[config.mk]
export PLATFORM = sky130hd
export DESIGN_NAME = mem_port_arbiter
export DESIGN_NICKNAME = d
export VERILOG_FILES = /design/src/rtl/mem_arb_pkg.sv /design/src/rtl/mem_port_arbiter_arb2_fair.sv /design/src/rtl/mem_port_arbiter.sv
export SDC_FILE = /design/constraint.sdc
export NUM_CORES = 1
export LEC_CHECK = 0
export BUFFER_PORTS_ARGS = -buffer_cell sky130_fd_sc_hd__buf_2
export CORE_AREA = 8 8 102 104
export CTS_BUF_LIST = sky130_fd_sc_hd__clkbuf_8 sky130_fd_sc_hd__clkbuf_16
export CTS_CLUSTER_SIZE = 10
export DETAILED_ROUTE_END_ITERATION = 12
export DIE_AREA = 0 0 110 112
export GPL_TIMING_DRIVEN = 0
export HOLD_SLACK_MARGIN = 0.1
export PLACE_DENSITY_LB_ADDON = 0.3
export REMOVE_ABC_BUFFERS = 1
export SYNTH_ARGS = -nofsm -noshare
export SYNTH_HDL_FRONTEND = slang
export SYNTH_SLANG_ARGS = --single-unit
[constraint.sdc]
create_clock -name clk -period 3.6 [get_ports clk]
set_input_delay 0.18 -clock clk [delete_from_list [all_inputs] [get_ports clk]]
set_output_delay 0.18 -clock clk [all_outputs]
set_load 0.01 [all_outputs]
[src/rtl/mem_arb_pkg.sv]
// Shared types for the unified memory port arbiter: requester identity,
// controller states and the timeout counter width.
package mem_arb_pkg;

    typedef enum logic {
        OWN_INSTR = 1'b0,
        OWN_DATA  = 1'b1
    } owner_e;

    typedef enum logic [1:0] {
        S_IDLE   = 2'd0,
        S_WAIT_I = 2'd1,
        S_WAIT_D = 2'd2
    } state_e;

    localparam int TIMEOUT_W = 8;

    function automatic owner_e other_owner(input owner_e o);
        return (o == OWN_INSTR) ? OWN_DATA : OWN_INSTR;
    endfunction

endpackage

[src/rtl/mem_port_arbiter_arb2_fair.sv]
// Two-way fair pick between fetch and load/store requesters, with a lock
// that freezes the choice while a presented request waits for acceptance.
module arb2_fair
    import mem_arb_pkg::*;
(
    input  logic clk,
    input  logic rst,
    input  logic if_req,
    input  logic d_req,
    input  logic mem_gnt,
    input  logic arb_en,
    output logic sel
);

    owner_e last_owner_r;
    owner_e lock_sel_r;
    logic   lock_r;
    owner_e pick_s;
    logic   any_req_s;
    logic   grant_s;
    logic   hold_s;

    assign any_req_s = if_req | d_req;
    assign grant_s   = arb_en & any_req_s & mem_gnt;
    assign hold_s    = arb_en & any_req_s & ~mem_gnt;
    assign sel       = pick_s;

    // Contested requests go to whoever did not win last; a held request keeps its pick.
    always_comb begin
        pick_s = OWN_INSTR;
        if (lock_r) begin
            pick_s = lock_sel_r;
        end else if (if_req && d_req) begin
            pick_s = other_owner(last_owner_r);
        end else if (d_req) begin
            pick_s = OWN_DATA;
        end else begin
            pick_s = OWN_INSTR;
        end
    end

    // Fairness history and lock registers.
    always_ff @(posedge clk or posedge rst) begin
        if (rst) begin
            last_owner_r <= OWN_INSTR;
            lock_sel_r   <= OWN_INSTR;
            lock_r       <= 1'b0;
        end else if (grant_s) begin
            last_owner_r <= pick_s;
            lock_sel_r   <= OWN_INSTR;
            lock_r       <= 1'b0;
        end else if (hold_s) begin
            lock_sel_r   <= pick_s;
            lock_r       <= 1'b1;
        end else begin
            last_owner_r <= last_owner_r;
            lock_sel_r   <= lock_sel_r;
            lock_r       <= lock_r;
        end
    end

endmodule

[src/rtl/mem_port_arbiter.sv]
// Shares one memory port between instruction fetch and load/store, one
// transaction outstanding at a time, with a response timeout.
module mem_port_arbiter
    import mem_arb_pkg::*;
#(
    parameter int ADDR_W  = 32,
    parameter int DATA_W  = 32,
    parameter int TIMEOUT = 15
) (
    input  logic                clk,
    input  logic                rst,
    input  logic                if_req,
    input  logic [ADDR_W-1:0]   if_addr,
    output logic                if_gnt,
    output logic                if_rvalid,
    output logic [DATA_W-1:0]   if_rdata,
    output logic                if_err,
    input  logic                d_req,
    input  logic                d_we,
    input  logic [DATA_W/8-1:0] d_be,
    input  logic [ADDR_W-1:0]   d_addr,
    input  logic [DATA_W-1:0]   d_wdata,
    output logic                d_gnt,
    output logic                d_rvalid,
    output logic [DATA_W-1:0]   d_rdata,
    output logic                d_err,
    output logic                mem_req,
    output logic                mem_we,
    output logic [DATA_W/8-1:0] mem_be,
    output logic [ADDR_W-1:0]   mem_addr,
    output logic [DATA_W-1:0]   mem_wdata,
    input  logic                mem_gnt,
    input  logic                mem_rvalid,
    input  logic [DATA_W-1:0]   mem_rdata
);

    localparam int BE_W = DATA_W / 8;
    // Counter value seen in the last WAIT cycle before a forced error response.
    localparam logic [TIMEOUT_W-1:0] CNT_LAST_C = TIMEOUT_W'(TIMEOUT - 1);

    state_e               state_r;
    owner_e               owner_r;
    logic [TIMEOUT_W-1:0] cnt_r;
    logic                 sel_bit_s;
    owner_e               sel_s;
    logic                 idle_s;
    logic                 waiting_s;
    logic                 any_req_s;
    logic                 present_s;
    logic                 timeout_s;
    logic                 resp_s;

    assign idle_s    = (state_r == S_IDLE);
    assign waiting_s = (state_r == S_WAIT_I) || (state_r == S_WAIT_D);
    assign any_req_s = if_req | d_req;
    assign present_s = idle_s & any_req_s & ~rst;
    assign timeout_s = waiting_s && (cnt_r == CNT_LAST_C);
    assign resp_s    = waiting_s && (mem_rvalid || timeout_s) && !rst;
    assign sel_s     = owner_e'(sel_bit_s);

    arb2_fair u_arb (
        .clk     (clk),
        .rst     (rst),
        .if_req  (if_req),
        .d_req   (d_req),
        .mem_gnt (mem_gnt),
        .arb_en  (idle_s),
        .sel     (sel_bit_s)
    );

    // Request path: route the selected requester's fields and the accept back to it.
    always_comb begin
        mem_req   = 1'b0;
        mem_we    = 1'b0;
        mem_be    = {BE_W{1'b0}};
        mem_addr  = {ADDR_W{1'b0}};
        mem_wdata = {DATA_W{1'b0}};
        if_gnt    = 1'b0;
        d_gnt     = 1'b0;
        if (present_s) begin
            mem_req = 1'b1;
            if (sel_s == OWN_DATA) begin
                mem_we    = d_we;
                mem_be    = d_be;
                mem_addr  = d_addr;
                mem_wdata = d_wdata;
                d_gnt     = mem_gnt;
            end else begin
                mem_be    = {BE_W{1'b1}};
                mem_addr  = if_addr;
                if_gnt    = mem_gnt;
            end
        end else begin
            mem_req = 1'b0;
        end
    end

    // Response path: a real response always beats a coincident timeout.
    always_comb begin
        if_rvalid = 1'b0;
        if_rdata  = {DATA_W{1'b0}};
        if_err    = 1'b0;
        d_rvalid  = 1'b0;
        d_rdata   = {DATA_W{1'b0}};
        d_err     = 1'b0;
        if (resp_s) begin
            if (owner_r == OWN_DATA) begin
                d_rvalid = 1'b1;
                d_rdata  = mem_rvalid ? mem_rdata : {DATA_W{1'b0}};
                d_err    = ~mem_rvalid;
            end else begin
                if_rvalid = 1'b1;
                if_rdata  = mem_rvalid ? mem_rdata : {DATA_W{1'b0}};
                if_err    = ~mem_rvalid;
            end
        end else begin
            if_rvalid = 1'b0;
        end
    end

    // Transaction FSM with owner and wait-cycle counter.
    always_ff @(posedge clk or posedge rst) begin
        if (rst) begin
            state_r <= S_IDLE;
            owner_r <= OWN_INSTR;
            cnt_r   <= {TIMEOUT_W{1'b0}};
        end else begin
            case (state_r)
                S_IDLE: begin
                    cnt_r <= {TIMEOUT_W{1'b0}};
                    if (any_req_s && mem_gnt) begin
                        owner_r <= sel_s;
                        state_r <= (sel_s == OWN_DATA) ? S_WAIT_D : S_WAIT_I;
                    end else begin
                        state_r <= S_IDLE;
                    end
                end
                S_WAIT_I, S_WAIT_D: begin
                    if (resp_s) begin
                        state_r <= S_IDLE;
                        cnt_r   <= {TIMEOUT_W{1'b0}};
                    end else begin
                        cnt_r   <= cnt_r + TIMEOUT_W'(1);
                    end
                end
                default: begin
                    state_r <= S_IDLE;
                    owner_r <= OWN_INSTR;
                    cnt_r   <= {TIMEOUT_W{1'b0}};
                end
            endcase
        end
    end

endmodule

==> results of run 1 <==
==> final cells by class <==
| type | instances | area (µm²) | share of cell area [%] |
|---|---|---|---|
| Clock buffer | 4 | 55.1 | 1.63 |
| Inverter | 8 | 30.0 | 0.887 |
| Multi-Input combinational cell | 291 | 1380 | 40.6 |
| Sequential cell | 14 | 350 | 10.3 |
| Tap cell | 111 | 139 | 4.10 |
| Timing Repair Buffer | 281 | 1440 | 42.4 |
==> power by group through the flow <==
stage / Clock, W / Combinational, W / Sequential, W
global placement: 0 / 0.00113 / 0.000223
finish: 0.000153 / 0.00117 / 0.000223
detailed placement: 0 / 0.00119 / 0.000226
CTS: 0.000161 / 0.00119 / 0.000223
floorplan: 0 / 0.000704 / 0.000217
global route: 0.000164 / 0.00132 / 0.000231
==> kinds of logic (layout without fill, tap and decap cells) <==
family	count (synthesis)	after routing	synth area share (%)
fa+ha+maj	3	3	1.99
xor+xnor	5	5	2.33
mux	1	1	0.598
compound gates	47	47	14.6
flops	14	14	18.6
simple gates	235	235	53.2
buf+inv	36	293	8.77
==> per-layer routing <==
layer  wire length (µm)  GRT usage [%]  part of all wire (%)  vias up
li1                   -              -                     -     1626
met2               5010           26.8                    49      155
met1               3810           16.8                    38     1352
met3               1310           4.51                    13        2
met4                 10          0.811                 0.099        0
met5                  0              0                     0        -
==> stage by stage <==
stage                     hold WS [ns]  total power, W  area, µm²  std cells  setup slack [ns]
after floorplan                  0.102        0.000922       1750        313              1.15
after global placement           0.338         0.00136       3280        702             0.210
after detailed placement         0.356         0.00142       3320        704             0.314
after CTS                        0.152         0.00157       3380        709             0.218
after global routing             0.179         0.00172       3390        709             0.504
final                            0.160         0.00155       3390        709             0.829
==> placed cells by master, fill, tap and decap left out, types with 2 or more instances in the layout <==
cell	count
buf_2	278
ha_1	3
and3_1	33
nand3_1	6
inv_1	8
a21oi_1	34
clkbuf_8	4
xor2_1	4
nor2_1	82
o21a_1	2
o31ai_1	2
nand4_1	2
dfrtp_1	14
nand2_1	101
o21ai_0	3
nor3_1	4
==> sequential cells by signal (all words and copies together) (netlist names) <==
| signal | count |
|---|---|
| u_arb.lock_r | 1 |
| cnt_r | 8 |
| state_r | 2 |
| owner_r | 1 |
| u_arb.last_owner_r | 1 |
| u_arb.lock_sel_r | 1 |
==> worst max path at each step <==
| stage | from | end | slack (ns) |
|---|---|---|---|
| 2_1_floorplan | u_arb.lock_sel_r | mem_addr[0] | 1.15 |
| 3_3_place_gp | u_arb.lock_sel_r | mem_addr[24] | 0.21 |
| 3_5_place_dp | rst | mem_wdata[8] | 0.31 |
| 4_1_cts | state_r[0] | mem_wdata[8] | 0.22 |
| 5_1_grt | state_r[1] | mem_wdata[11] | 0.50 |
| 6_report | state_r[1] | mem_wdata[8] | 0.83 |
==> critical path: cells and delay by family (launching register included) <==
family	cells	cell delay, ns
compound gates	1	0.22
fa+ha+maj	1	0.18
buf+inv	3	0.91
flops	1	0.36
simple gates	2	0.67
==> repair_timing <==
item / in CTS / in global routing
resized for setup: 0 / 1
hold endpoints to repair: 14 / 0
endpoints found under the setup margin: 0 / 33
hold buffers: 1 / 0
==> run summary, run 1 <==
1st-iter DRT viols - 198
Hold Fails Final Rpt - 0
Reg power frac - 14.4%
Layout Nets - 741
Mapped Cells - 341
Most numerous cell in the Yosys netlist - nand2_1
Drt via density - 4.42
Die Area - 0.0123 mm²
CTS Root Cell - clkbuf_8
I/O pin cnt - 279
Via Count - 3135
Die Ht - 112 µm
Seq/Total Area, Yosys - 18.6%
Max Fclk - 361 MHz
Rel. slew slack - 23.2%
Min-delay worst type - in -> reg
Switch Pwr - 0.000845 W
Crit path DAT - 2.59 ns
Async S/R FF share, synth - 100%
Crit path kind - reg -> out
Syn_area_per_cell - 5.52 µm²
Hold Path End - u_arb.lock_sel_r
Combinational Power Share - 75.7%
WL final - 10100 µm
DRC - 0
Synth top area cells - nand2_1 20%, dfrtp_1 19%, nor2_1 16%, and3_1 11%, a21oi_1 9.0%
Core Box Area - 0.00889 mm²
Netlist Area Pre-Place - 0.00188 mm²
Reg2reg end - state_r[0]
Congestion Overflow GR - 0
Util after Layout - 38.1%
Postcts setup bufs - 0
Largest net degree at the start of global routing - 63
CP cell instances - inv_1, ha_1, o21a_1, nand2_2, inv_1, and3_1, buf_2
Initial Util - 21.2%
Synth-to-layout area growth - 79.9%
Post-synth top area cell - nand2_1
Dominant synthesized flop cell - dfrtp_1
Clk buf depth - 2
Worst reg2reg startpoint - state_r[0]
EDFF count, synth - 0
RSZ-0062 raised after global routing - no
Commonest cells post-synth - 102 x nand2_1, 82 x nor2_1, 34 x a21oi_1, 33 x and3_1, 21 x clkbuf_1
Final setup violation count - 0
Area share of the leading cell type in the synthesized netlist - 20.3%
Clock-pin transition on the worst setup and hold timing paths - 0.06 ns
Vias in the first global route - 2971
Slew Limit Fails - 0
Worst reg-to-reg path cell count - 4
GPL Wtd Cong - 0.775
Crit start category - flip-flop
Final clock skew - 0.00132 ns
Worst Tran Pin Value - 1.15 ns
Post-DP HPWL - 8420 µm
Pwr Density - 457 mW/mm²
# Max-Cap Violations - 0
Tmin final - 2.77 ns
Worst Path Required - 3.42 ns
Clock latency at the later pin of the worst-skew pair - 0.25 ns
Int Power - 0.000702 W
Synthesized flop and latch total - 14
Fillers - 992
CP Max Fanout - 37
Antenna viol nets, final - 0
Wire length per cell - 14.3 µm
Final Cycle Share - 77.0%
Most used cell, CP - inv_1
IO Port Bufs - 278
VDD IR-drop max - 0.242 mV
Worst Hold Launch - mem_gnt
Count of different cell masters after synthesis - 31
Synthesis warning total - 0
Critical Path Sink Type - output port
Crit-path max cell delay - 0.69 ns
TritonCTS clock tree - done
Leak pwr - 2.20 nW
Status - finished clean
Clock group share of total power - 9.9%
GRT Total Usage - 14.7%
# diodes - 0
Post-Route Setup TNS - 0 ns
First-pass GRT wire length - 15100 µm
Layout cells sized above 1 - 48.5%
Clock sinks - 14
R2r setup slk - 1.22 ns
TritonCTS Buffers - 3
CP max stage cell - inv_1
Initial antenna violation count - 0
Htree depth - 1
Switch share - 54.6%
Pre-Repair DR Iteration Count - 4
WHS Path Cells - 2
# rows - 35
Die Width - 110 µm
Power figures use the tool's default switching activity.
==> run 2: changes to the inputs <==
Settings changed: ABC_AREA from default to 1.
Clock period 3.6 ns to 2.5 ns, I/O delays scaled along.
==> run summary, run 2 <==
Final setup violation count - 0
Biggest regs - cnt_r (8), state_r (2)
Pwr Density - 591 mW/mm²
Post-DP HPWL - 9440 µm
Async S/R FF share, synth - 100%
GRT Total Usage - 17.6%
Clock-pin transition on the worst setup and hold timing paths - 0.06 ns
Combinational Power Share - 74.7%
Leak pwr - 2.17 nW
Die Area - 0.0123 mm²
Congestion Overflow GR - 0
TritonCTS Buffers - 3
Crit start category - flip-flop
Max Fclk - 440 MHz
Util after Layout - 40.0%
Post-Route Setup TNS - 0 ns
Placement Setup Slack - -0.556 ns
Most used cell, CP - inv_1
Initial Util - 23.2%
EDFF count, synth - 0
VDD IR-drop max - 0.387 mV
Cell family with most CP delay - simple AND/OR/NAND/NOR gates
Synth top area cells - nor2_1 22%, dfrtp_1 17%, nor3_1 16%, nand2_1 15%, o21ai_0 8.5%
Largest reg by FF count - cnt_r
Critical Path Sink Type - output port
Clock group share of total power - 8.8%
RSZ-0062 raised after global routing - no
Die Width - 110 µm
Synth-to-layout area growth - 72.1%
Syn_area_per_cell - 5.22 µm²
Netlist Area Pre-Place - 0.00207 mm²
Crit path DAT - 2.15 ns
CTS Root Cell - clkbuf_8
Pre-Repair DR Iteration Count - 5
DRC - 0
Crit path kind - reg -> out
Most frequent cells in the layout - 278 x buf_2, 120 x nor2_1, 80 x nand2_1
Tmin final - 2.27 ns
CP bufs+invs - 4
Htree depth - 1
Via Count - 3509
Post-synth top area cell - nor2_1
Worst Path Required - 2.38 ns
# Max-Cap Violations - 0
First-pass GRT wire length - 17500 µm
GPL Wtd Cong - 0.802
Antenna viol nets, final - 0
Clock latency at the later pin of the worst-skew pair - 0.25 ns
Final Cycle Share - 90.9%
Mapped Cells - 396
CP cell instances - inv_1, ha_1, inv_1, nor2_1, nand2_4, buf_12, nor3_1, buf_2
Count of different cell masters after synthesis - 26
Clock sinks - 14
Layout Nets - 792
Slew Limit Fails - 0
Commonest non-fill, non-tap cell in the layout - buf_2
WL final - 11500 µm
Die Ht - 112 µm
Clk buf depth - 2
TritonCTS clock tree - done
Seq/Total Area, Yosys - 17.0%
Commonest cells post-synth - 120 x nor2_1, 82 x nand2_1, 65 x nor3_1, 35 x o21ai_0, 16 x buf_2
Vias in the first global route - 3319
Switch Pwr - 0.00120 W
Drt via density - 4.62
I/O pin cnt - 279
Final clock skew - 0.00388 ns
Final worst setup slack - 0.227 ns
Int Power - 0.000903 W
CP Max Fanout - 51
IO Port Bufs - 278
Most numerous cell in the Yosys netlist - nor2_1
Wire length per cell - 15.2 µm
# rows - 35
CP max stage cell - ha_1
Rel. slew slack - 54.8%
Dominant synthesized flop cell - dfrtp_1
Synthesized flop and latch total - 14
Crit-path max cell delay - 0.43 ns
Layout cells sized above 1 - 45.8%
Synthesis warning total - 0
Status - finished clean
1st-iter DRT viols - 228
Core Box Area - 0.00889 mm²
Hold Fails Final Rpt - 0
Switch share - 57.0%
Worst Tran Pin Value - 0.679 ns
Area share of the leading cell type in the synthesized netlist - 21.8%
Largest net degree at the start of global routing - 54
Min-delay worst type - in -> reg
Reg power frac - 16.5%
Initial antenna violation count - 2
Number of flip-flops in the largest register - 8
[run 2: cell types whose count changed after synthesis, moves of 9 or more]
cell / previous run / this run
nor2_1: 82 / 120
and3_1: 33 / 0
o21ai_0: 3 / 35
clkbuf_1: 21 / 12
a21oi_1: 34 / 1
nor3_1: 4 / 65
nand2_1: 102 / 82
buf_2: 4 / 16
[run 2: final cells by class]
class,instances,area [µm²]
fillers,983,5330
inverters,17,70.1
well taps,111,139
repair buffers,283,1460
multi-input cells,330,1490
clock buffers,3,41.3
flip-flops and latches,14,352
diodes,1,2.50
repair inverters,1,7.51
[run 2: path summary, 6_finish.rpt]
path	from	to	slack, ns	cells after the start
setup / recovery	state_r[1]	if_rdata[0]	0.23	8
hold / removal	mem_gnt	u_arb.lock_r	0.24	4
setup reg to reg	u_arb.lock_r	u_arb.lock_sel_r	0.76	6
hold reg to reg	u_arb.last_owner_r	u_arb.last_owner_r	0.49	2
max in group asynchronous	rst	owner_r	1.52	3
min in group asynchronous	rst	cnt_r[7]	0.60	3
[run 2: repair_timing]
| action | 4_1_cts | 5_1_grt |
|---|---|---|
| setup buffers | 2 | 0 |
| hold endpoints to repair | 14 | 0 |
| gates resized for setup | 4 | 3 |
| gates cloned | 2 | 0 |
| hold buffers | 1 | 0 |
| pin swaps | 1 | 0 |
| setup endpoints to repair | 84 | 22 |
[run 2: metrics by stage]
stage	cells	total power [W]	hold WS (ns)	area, µm²
finish	760	0.00210	0.238	3560
global route	760	0.00232	0.274	3560
CTS	759	0.00212	0.224	3540
detailed placement	751	0.00188	0.244	3460
global placement	749	0.00182	0.241	3410
floorplan	360	0.00122	0.0142	1880
[run 2: tightest hold or removal path, delay by kind of cell]
family          cells  cell delay, ns
simple gates        1            0.08
buf+inv             2            0.16
compound gates      1            0.08
[run 2: routing by layer]
layer  global-route usage, %  vias up  part of all wire (%)
li1                        -     1774                     -
met1                    17.1     1513                    33
met2                    31.5      204                    50
met3                    7.45       16                    15
met4                    7.12        2                   2.7
met5                       0        -                 0.069
[run 2: power groups by stage]
stage | Clock [W] | Sequential, W | Combinational (W)
floorplan | 0 | 0.000329 | 0.000887
global placement | 0 | 0.000345 | 0.00148
detailed placement | 0 | 0.000347 | 0.00153
CTS | 0.000193 | 0.000345 | 0.00158
global route | 0.000205 | 0.000359 | 0.00175
finish | 0.000185 | 0.000348 | 0.00157
[run 2: cells by family (layout without fill, tap and decap cells)]
family,after synthesis,after routing,share of synthesized area (%)
other,0,1,0
XOR/XNOR,5,5,2.12
adder cells (fa/ha/maj),3,3,1.82
AND/OR/NAND/NOR,281,282,57.1
buffers and inverters,53,304,12.1
flip-flops,14,14,17.0
AO/OA/AOI/OAI,40,40,9.99
